### src/rtl/regfile_2r1w_spill_if.sv
// Bundle of the register file's bus signals: one write port, two read ports,
// the spill stream and the debug view of every register.
//   master : the datapath/control side that issues writes, reads and spills
//   slave  : the register file itself
interface regfile_2r1w_spill_if #(
  parameter int WIDTH = 8,
  parameter int DEPTH = 8,
  parameter int SELW  = 3
);
  // write port
  logic                   wr_en;
  logic [SELW-1:0]        wr_sel;
  logic [WIDTH-1:0]       wr_data;
  logic                   wr_ready;
  // read port A
  logic                   rd_en_a;
  logic [SELW-1:0]        rd_sel_a;
  logic [WIDTH-1:0]       rd_data_a;
  // read port B
  logic                   rd_en_b;
  logic [SELW-1:0]        rd_sel_b;
  logic [WIDTH-1:0]       rd_data_b;
  // spill stream
  logic                   spill_start;
  logic                   spill_valid;
  logic                   spill_ready;
  logic [SELW-1:0]        spill_idx;
  logic [WIDTH-1:0]       spill_data;
  logic                   spill_done;
  logic                   busy;
  // debug view, register i at [i*WIDTH +: WIDTH]
  logic [WIDTH*DEPTH-1:0] regs_flat;

  modport master (
    output wr_en, wr_sel, wr_data,
    output rd_en_a, rd_sel_a, rd_en_b, rd_sel_b,
    output spill_start, spill_ready,
    input  wr_ready, rd_data_a, rd_data_b,
    input  spill_valid, spill_idx, spill_data, spill_done, busy, regs_flat
  );

  modport slave (
    input  wr_en, wr_sel, wr_data,
    input  rd_en_a, rd_sel_a, rd_en_b, rd_sel_b,
    input  spill_start, spill_ready,
    output wr_ready, rd_data_a, rd_data_b,
    output spill_valid, spill_idx, spill_data, spill_done, busy, regs_flat
  );
endinterface

### src/rtl/regfile_2r1w_spill.sv
// Parametrised register file: one write port, two independent combinational
// read ports with write-through bypass, and a handshaked spill engine that
// streams every register out in index order (context save / debug dump).
// Ports:
//   clk  - clock, all state changes on the rising edge
//   rst  - synchronous active-high reset (clears registers, aborts a spill)
//   bus  - regfile_2r1w_spill_if.slave: write, read A/B, spill stream,
//          busy and the flat debug view regs_flat
module regfile_2r1w_spill #(
  parameter int WIDTH = 8,
  parameter int DEPTH = 8,
  parameter int SELW  = 3
) (
  input  logic                 clk,
  input  logic                 rst,
  regfile_2r1w_spill_if.slave  bus
);

  // DEPTH widened by one bit so the range check works when 2**SELW == DEPTH
  localparam logic [SELW:0]   DEPTH_W  = (SELW+1)'(DEPTH);
  localparam logic [SELW-1:0] LAST_IDX = SELW'(DEPTH - 1);

  typedef enum logic [0:0] {
    ST_IDLE  = 1'b0,
    ST_SPILL = 1'b1
  } state_t;

  state_t            state_reg, state_next;
  logic [SELW-1:0]   idx_reg, idx_next;
  logic              done_reg, done_next;
  logic [WIDTH-1:0]  regs_reg [DEPTH];

  logic              wr_accept;
  logic [WIDTH-1:0]  spill_word;

  // Writes only land in IDLE and only for existing registers; anything else
  // is dropped without side effects.
  assign wr_accept = bus.wr_en && (state_reg == ST_IDLE) &&
                     ({1'b0, bus.wr_sel} < DEPTH_W);

  // ---------------------------------------------------------------- storage
  always_ff @(posedge clk) begin
    if (rst) begin
      for (int i = 0; i < DEPTH; i++) begin
        regs_reg[i] <= '0;
      end
    end else if (wr_accept) begin
      for (int i = 0; i < DEPTH; i++) begin
        if (bus.wr_sel == SELW'(i)) begin
          regs_reg[i] <= bus.wr_data;
        end
      end
    end
  end

  // Debug view shows stored contents only, never the bypass value.
  generate
    for (genvar gi = 0; gi < DEPTH; gi++) begin : g_flat
      assign bus.regs_flat[gi*WIDTH +: WIDTH] = regs_reg[gi];
    end
  endgenerate

  // ------------------------------------------------------------- read ports
  // Both ports share one structure; index 0 is port A, index 1 is port B.
  logic             rd_en   [2];
  logic [SELW-1:0]  rd_sel  [2];
  logic [WIDTH-1:0] rd_data [2];

  assign rd_en[0]  = bus.rd_en_a;
  assign rd_sel[0] = bus.rd_sel_a;
  assign rd_en[1]  = bus.rd_en_b;
  assign rd_sel[1] = bus.rd_sel_b;

  generate
    for (genvar gi = 0; gi < 2; gi++) begin : g_rd
      always_comb begin
        rd_data[gi] = '0;
        if (rd_en[gi]) begin
          // wr_accept already implies wr_sel is in range, so an
          // out-of-range read can never pick up the bypass value.
          if (wr_accept && (rd_sel[gi] == bus.wr_sel)) begin
            rd_data[gi] = bus.wr_data;
          end else begin
            for (int i = 0; i < DEPTH; i++) begin
              if (rd_sel[gi] == SELW'(i)) begin
                rd_data[gi] = regs_reg[i];
              end
            end
          end
        end
      end
    end
  endgenerate

  assign bus.rd_data_a = rd_data[0];
  assign bus.rd_data_b = rd_data[1];

  // ------------------------------------------------------------ spill FSM
  always_ff @(posedge clk) begin
    if (rst) begin
      state_reg <= ST_IDLE;
      idx_reg   <= '0;
      done_reg  <= 1'b0;
    end else begin
      state_reg <= state_next;
      idx_reg   <= idx_next;
      done_reg  <= done_next;
    end
  end

  always_comb begin
    state_next = state_reg;
    idx_next   = idx_reg;
    done_next  = 1'b0;
    unique case (state_reg)
      ST_IDLE: begin
        if (bus.spill_start) begin
          state_next = ST_SPILL;
          idx_next   = '0;
        end
      end
      ST_SPILL: begin
        if (bus.spill_ready) begin
          if (idx_reg == LAST_IDX) begin
            state_next = ST_IDLE;
            idx_next   = '0;
            done_next  = 1'b1;
          end else begin
            idx_next = idx_reg + SELW'(1);
          end
        end
      end
      default: begin
        state_next = ST_IDLE;
        idx_next   = '0;
      end
    endcase
  end

  // Writes are blocked during a spill, so this word is stable while stalled.
  always_comb begin
    spill_word = '0;
    for (int i = 0; i < DEPTH; i++) begin
      if (idx_reg == SELW'(i)) begin
        spill_word = regs_reg[i];
      end
    end
  end

  assign bus.spill_valid = (state_reg == ST_SPILL);
  assign bus.busy        = (state_reg == ST_SPILL);
  assign bus.wr_ready    = (state_reg == ST_IDLE);
  assign bus.spill_idx   = idx_reg;
  assign bus.spill_data  = spill_word;
  assign bus.spill_done  = done_reg;

endmodule

### src/flat_wrapper.sv
// flat-port wrapper written by rule: the top's interface ports become plain ports
module regfile_2r1w_spill_flat 
#(
  parameter int WIDTH = 8,
  parameter int DEPTH = 8,
  parameter int SELW  = 3
)
  (clk, rst, bus_wr_en, bus_wr_sel, bus_wr_data, bus_rd_en_a, bus_rd_sel_a, bus_rd_en_b, bus_rd_sel_b, bus_spill_start, bus_spill_ready, bus_wr_ready, bus_rd_data_a, bus_rd_data_b, bus_spill_valid, bus_spill_idx, bus_spill_data, bus_spill_done, bus_busy, bus_regs_flat);
  regfile_2r1w_spill_if #(.WIDTH(WIDTH), .DEPTH(DEPTH), .SELW(SELW)) bus_i ();
  input  logic clk;
  input  logic rst;
  input wire logic [$bits(bus_i.wr_en)-1:0] bus_wr_en;
  input wire logic [$bits(bus_i.wr_sel)-1:0] bus_wr_sel;
  input wire logic [$bits(bus_i.wr_data)-1:0] bus_wr_data;
  input wire logic [$bits(bus_i.rd_en_a)-1:0] bus_rd_en_a;
  input wire logic [$bits(bus_i.rd_sel_a)-1:0] bus_rd_sel_a;
  input wire logic [$bits(bus_i.rd_en_b)-1:0] bus_rd_en_b;
  input wire logic [$bits(bus_i.rd_sel_b)-1:0] bus_rd_sel_b;
  input wire logic [$bits(bus_i.spill_start)-1:0] bus_spill_start;
  input wire logic [$bits(bus_i.spill_ready)-1:0] bus_spill_ready;
  output wire logic [$bits(bus_i.wr_ready)-1:0] bus_wr_ready;
  output wire logic [$bits(bus_i.rd_data_a)-1:0] bus_rd_data_a;
  output wire logic [$bits(bus_i.rd_data_b)-1:0] bus_rd_data_b;
  output wire logic [$bits(bus_i.spill_valid)-1:0] bus_spill_valid;
  output wire logic [$bits(bus_i.spill_idx)-1:0] bus_spill_idx;
  output wire logic [$bits(bus_i.spill_data)-1:0] bus_spill_data;
  output wire logic [$bits(bus_i.spill_done)-1:0] bus_spill_done;
  output wire logic [$bits(bus_i.busy)-1:0] bus_busy;
  output wire logic [$bits(bus_i.regs_flat)-1:0] bus_regs_flat;
  assign bus_i.wr_en = bus_wr_en;
  assign bus_i.wr_sel = bus_wr_sel;
  assign bus_i.wr_data = bus_wr_data;
  assign bus_i.rd_en_a = bus_rd_en_a;
  assign bus_i.rd_sel_a = bus_rd_sel_a;
  assign bus_i.rd_en_b = bus_rd_en_b;
  assign bus_i.rd_sel_b = bus_rd_sel_b;
  assign bus_i.spill_start = bus_spill_start;
  assign bus_i.spill_ready = bus_spill_ready;
  assign bus_wr_ready = bus_i.wr_ready;
  assign bus_rd_data_a = bus_i.rd_data_a;
  assign bus_rd_data_b = bus_i.rd_data_b;
  assign bus_spill_valid = bus_i.spill_valid;
  assign bus_spill_idx = bus_i.spill_idx;
  assign bus_spill_data = bus_i.spill_data;
  assign bus_spill_done = bus_i.spill_done;
  assign bus_busy = bus_i.busy;
  assign bus_regs_flat = bus_i.regs_flat;
  regfile_2r1w_spill #(.WIDTH(WIDTH), .DEPTH(DEPTH), .SELW(SELW)) u_core (.clk(clk), .rst(rst), .bus(bus_i));
endmodule
### config.mk
export PLATFORM = sky130hd
export DESIGN_NAME = regfile_2r1w_spill_flat
export DESIGN_NICKNAME = d
export VERILOG_FILES = /design/src/rtl/regfile_2r1w_spill_if.sv /design/src/rtl/regfile_2r1w_spill.sv /design/src/flat_wrapper.sv
export SDC_FILE = /design/constraint.sdc
export NUM_CORES = 1
export LEC_CHECK = 0
export ABC_AREA = 1
export BUFFER_PORTS_ARGS = -buffer_cell sky130_fd_sc_hd__buf_2
export CAP_MARGIN = 20
export CELL_PAD_IN_SITES_DETAIL_PLACEMENT = 0
export CELL_PAD_IN_SITES_GLOBAL_PLACEMENT = 1
export CORE_MARGIN = 1
export CORE_UTILIZATION = 38
export DETAILED_ROUTE_END_ITERATION = 8
export PLACE_DENSITY = 0.85
export REMOVE_ABC_BUFFERS = 1
export SLEW_MARGIN = 20
export SYNTH_ARGS = -nofsm -noshare
export SYNTH_HDL_FRONTEND = slang
export SYNTH_SLANG_ARGS = --single-unit
### constraint.sdc
create_clock -name clk -period 2.45 [get_ports clk]
set_input_delay 0.245 -clock clk [delete_from_list [all_inputs] [get_ports clk]]
set_output_delay 0.245 -clock clk [all_outputs]
set_load 0.1 [all_outputs]
### Word level (Yosys, flattened, before mapping)

Memory sizes are Yosys's and may differ from the RTL's.
Cells that the tools add are included.
W data, S select, Z words.

* register bits: 5
* bits of input ports: 24
* output and inout bits: 95
* logic and storage cells: 135
* memories kept: 1
* bits in read-only memories: 0
* RAM bits: 64
* bits in latches: 0

Memory list
* u_core.regs_reg: depth 8, bits a word 8, read ports 8, clocked after Yosys merged registers in 0, wr ports 8, RTL line regfile_2r1w_spill.sv:31 `logic [WIDTH-1:0] regs_reg [DEPTH];`

* order comparisons: 0
* bitwise logic cells: 10
* equal/unequal tests: 32
* shifts and indexed selects: 0
* add/sub/neg operators: 1
* multipliers: 0
* reductions and logical operators: 9
* mux-type cells: 79
* divide/modulo/power cells: 0

Operators by type and width (count)
* $mux W8: 36
* $eq A3 B3 Y1 const B: 16
* $mux W1: 38
* $eq A3 B2 Y1 const B: 8
* $eq A3 B1 Y1 const B: 4
* $logic_not A3 Y1: 4
* $mux W3: 3
* $or A1 B1 Y1: 8
* $eq A3 B3 Y1: 2
* $pmux W3 S2: 1
* $ne A2 B2 Y1 const B: 2
* $add A3 B1 Y3 const B: 1
* $logic_and A1 B1 Y1: 3
* $reduce_or A3 Y1: 1
* $not A1 Y1: 2
* $pmux W1 S2: 1
* $reduce_and A2 Y1: 1

### Logic depth before layout (Yosys ltp)

* depth after elaboration: 11
* depth in mapped cells: 12
* gate-level depth less buffers: 12

### Worst setup path after synthesis

Ideal clock, no wire load.

* kind: reg-to-output
* start point: register u_core.state_reg, in the netlist u_core.bus.busy
* end point: output port bus_rd_data_b[0]
* cell stages (with the launch flop): 8
* path slack: -1.603 ns
* arrival time: 3.808 ns
* path buffers: 0
* data required time: 2.205 ns
* path through: dfxtp_1 -> inv_1 -> nand2_1 -> nor3_1 -> nand2_1 -> inv_1 -> a21oi_1 -> a21oi_1

* longest elaborated chain between the ends: 5

RTL lines
* start, declared: RTL line regfile_2r1w_spill.sv:28 `state_t state_reg, state_next;`
* start signal, assigned: RTL line regfile_2r1w_spill.sv:105 `state_reg <= state_next;`
* $not A1 Y1
* named net bus_wr_ready: RTL line flat_wrapper.sv:21 `output wire logic [$bits(bus_i.wr_ready)-1:0] bus_wr_ready;`
* $logic_and A1 B1 Y1: RTL line regfile_2r1w_spill.sv:38 `assign wr_accept = bus.wr_en && (state_reg == ST_IDLE) &&`
* $logic_and A1 B1 Y1: RTL line regfile_2r1w_spill.sv:81 `if (wr_accept && (rd_sel[gi] == bus.wr_sel)) begin`
* $mux W8: RTL line regfile_2r1w_spill.sv:81
* $mux W8: RTL line regfile_2r1w_spill.sv:78 `if (rd_en[gi]) begin`
* end, declared: RTL line flat_wrapper.sv:23 `output wire logic [$bits(bus_i.rd_data_b)-1:0] bus_rd_data_b;`

The timed path passes the listed nets, and every way through them passes these cells.

### Final worst setup path

* start point: register u_core.idx_reg[0], in the netlist u_core.bus.spill_idx[0]
* end point: output port bus_spill_data[5]

* longest elaborated chain between the ends: 9
* elaborated cells between the ends (all ways): 16
* classes of those cells: eq/ne (7); mux (8); reduce/logical (1)

RTL lines
* start, declared: RTL line regfile_2r1w_spill.sv:29 `logic [SELW-1:0] idx_reg, idx_next;`
* start signal, assigned: RTL line regfile_2r1w_spill.sv:106 `idx_reg <= idx_next;`
* $logic_not A3 Y1: RTL line regfile_2r1w_spill.sv:144 `if (idx_reg == SELW'(i)) begin`
* $mux W8 (7 in a row): RTL line regfile_2r1w_spill.sv:144
* $mux W8 *: RTL line regfile_2r1w_spill.sv:144
* end, declared: RTL line flat_wrapper.sv:26 `output wire logic [$bits(bus_i.spill_data)-1:0] bus_spill_data;`

Every way passes the cells marked *; elsewhere a longest branch is shown, timed or not.

==> out/results.tsv <==
stage	metric	value	unit
synth	yosys.area.top_type	edfxtp_1	
finish	mostFrequentLayoutCells	nand2_1, nor2_1, inv_1, buf_2, edfxtp_1	
grt	antenna_found_initial	0	
grt	grt_overflow	0	
clock_tree	cts_sinks	69	
synth	synth_top_cell_area_share	0.404	
finish	diodes	0	
drt	drt_iter0_markers	456	
timing	worst_pin_slew	0.563	ns
grt	grt_pass1_wl	26600	um
power	powerDensity	632	nW/um^2
die	core.rowCount	40	
timing	setup_viol	0	
synth	ys_warn_count	0	
timing	slew_viol_final	0	
critical_path	cp_max_fo	5	
finish	syn2layout_area_growth	33.7	%
power	ir_worst_vdd	0.285	mV
finish	drive_above_1_share	0.230	
run	cap_viol_max_count	0	
timing	max_freq	428	MHz
placed_design	dpl.cell_count	991	
finish	largest_reg_flops	64	
grt	grt.total_usage	0.274	
power	p_leak	3.02	nW
timing	period_minus_slack	2.34	ns
finish	final_nets	868	
clock_tree	clockBufferDepth	2	
clock_tree	cts-root-buf	clkbuf_16	
critical_path	crit_start	u_core.bus.spill_idx[0]	
synth	syn_area	4760	um^2
clock_tree	cts_tree	yes	
power	p_total	0.00402	W
worst_hold_path	hold_path.class	input pin to register	
placed_design	pre_cts_ws	0.134	ns
timing	whs	0.196	ns
die	die-area	13000	um^2
critical_path	rrSetupSlack	0.47	ns
critical_path	cp.arrival	2.09	ns
drt	routed_wl	17400	um
finish	layout.cells.non_filler	1011	
drt	ant_nets	0	
timing	finalCritPeriodShare	0.953	
drt	drc	0	
die	core	12100	um^2
timing	timing.final.hold_violations	0	
critical_path	r2r-start	u_core.bus.busy	
critical_path	reg2reg_to	u_core.regs_reg[0][27]	
placed_design	hpwl	13600	um
synth	synth_cell_types	25	
die	io-pin-count	119	
clock_tree	clk_latency	0.34	ns
synth	ys_seq_area_frac	0.425	
timing	setup-tns-final	0	ns
timing	rsz0062_at_grt	yes	
drt	via_count	5336	
clock_tree	cts_inserted_buffers	9	
synth	synth_cells	701	
status	status	completed	
grt	grt_pass1_vias	5117	
critical_path	crit_end	bus_spill_data[5]	
drt	first_pass_iters	5	
finish	final_common_cell	nand2_1	
critical_path	ff2ff_path_depth	7	
clock_tree	clk_pin_slew	0.06	ns
die	fp.dieH	114	um
die	start_util	0.393	
placed_design	place_congestion	0.964	
die	die_x	114	um
critical_path	endpoint_kind	output pin	
clock_tree	htreeDepth	3	
timing	slew_headroom	0.624	
timing	setup_ws	0.115	ns
timing	skew	0.00677	ns
critical_path	worstSetupPathType	register to output pin	
critical_path	crit_required	2.20	ns
synth	syn_area_per_cell	6.79	um^2
grt	grt_max_degree	16	
critical_path	critPathLaunchType	register	
placed_design	port_buffers	118	
drt	vias_per_cell	5.28	
drt	detail_route.wl_per_cell	17.2	um
synth	synth-seq-cells	69	
synth	ys_top_cells_by_area	edfxtp_1, nand2_1, nor2_1, inv_1, o21ai_0	
## final cells by class
cell class,instances,area [um^2]
clock buffers,9,225
clock inverters,7,42.5
fillers,1222,5750
inverters,121,462
multi-input cells,499,2310
flip-flops and latches,69,2030
well taps,168,210
repair buffers,137,1080
repair inverters,1,7.51
## routing by layer
metal / GRT usage / part of all wire
met1: 0.357 / 0.41
met2: 0.449 / 0.47
met3: 0.0383 / 0.081
met4: 0.137 / 0.037
met5: 0 / 0
## critical path, cell delays in order, from the launching register on
cell and delay [ns]:
dfxtp_4 0.40, ha_2 0.22, ha_4 0.18, clkinvlp_4 0.13, o21ai_1 0.14, inv_1 0.05
nand2_1 0.07, nand2_1 0.05, nand2_1 0.05, nand2_1 0.06, a21oi_2 0.20, buf_12 0.20
## cells in the mapped netlist, drive strengths merged
library cell	instances
a21boi	2
a21oi	43
buf	6
clkbuf	6
clkinv	4
dfxtp	5
edfxtp	64
ha	6
inv	117
nand2	204
nand3	43
nand4	18
nor2	122
nor3	9
o21ai	45
o22ai	1
or2	5
xor2	1
## worst min-delay path by stage
| stage | startpoint | end | cells past startpoint |
|---|---|---|---|
| after floorplan | rst | u_core.bus.spill_idx[1] | 1 |
| after global placement | u_core.bus.spill_idx[1] | u_core.bus.spill_idx[1] | 2 |
| after detailed placement | u_core.bus.spill_idx[1] | u_core.bus.spill_idx[1] | 2 |
| after CTS | bus_spill_ready | u_core.bus.spill_done | 3 |
| after global routing | bus_spill_ready | u_core.bus.spill_done | 3 |
| final | bus_spill_ready | u_core.bus.spill_done | 3 |
## stage by stage
step / utilization / cell area (um^2)
floorplan: - / 4690
global placement: 0.492 / 5960
detailed placement: 0.492 / 5960
CTS: 0.517 / 6260
global route: 0.525 / 6360
finish: 0.525 / 6360
## repair_timing
action / 4_1_cts / 5_1_grt
cloned: 0 / 1
buffers inserted: 0 / 3
hold buffers: 0 / 0
gates resized for setup: 13 / 20
endpoints found under the setup margin: 8 / 14
pin swaps: 0 / 10
endpoints found under the hold margin: 0 / 0
## cell families (layout without fill, tap and decap cells)
| family | after synthesis | after routing | share of synthesized area |
|---|---|---|---|
| AND/OR/NAND/NOR | 401 | 401 | 0.351 |
| buffers and inverters | 133 | 275 | 0.109 |
| AO/OA/AOI/OAI | 91 | 91 | 0.0978 |
| flip-flops | 69 | 69 | 0.425 |
| adder cells (fa/ha/maj) | 6 | 6 | 0.0158 |
| XOR/XNOR | 1 | 1 | 0.00184 |
## report_power, final
group	total (W)	internal (W)	switching, W
clock network	0.00120	0.000677	0.000521
registers	0.00141	0.00135	0.0000637
logic	0.00141	0.000314	0.00109
total	0.00402	0.00234	0.00168
Power figures use the tool's default switching activity.
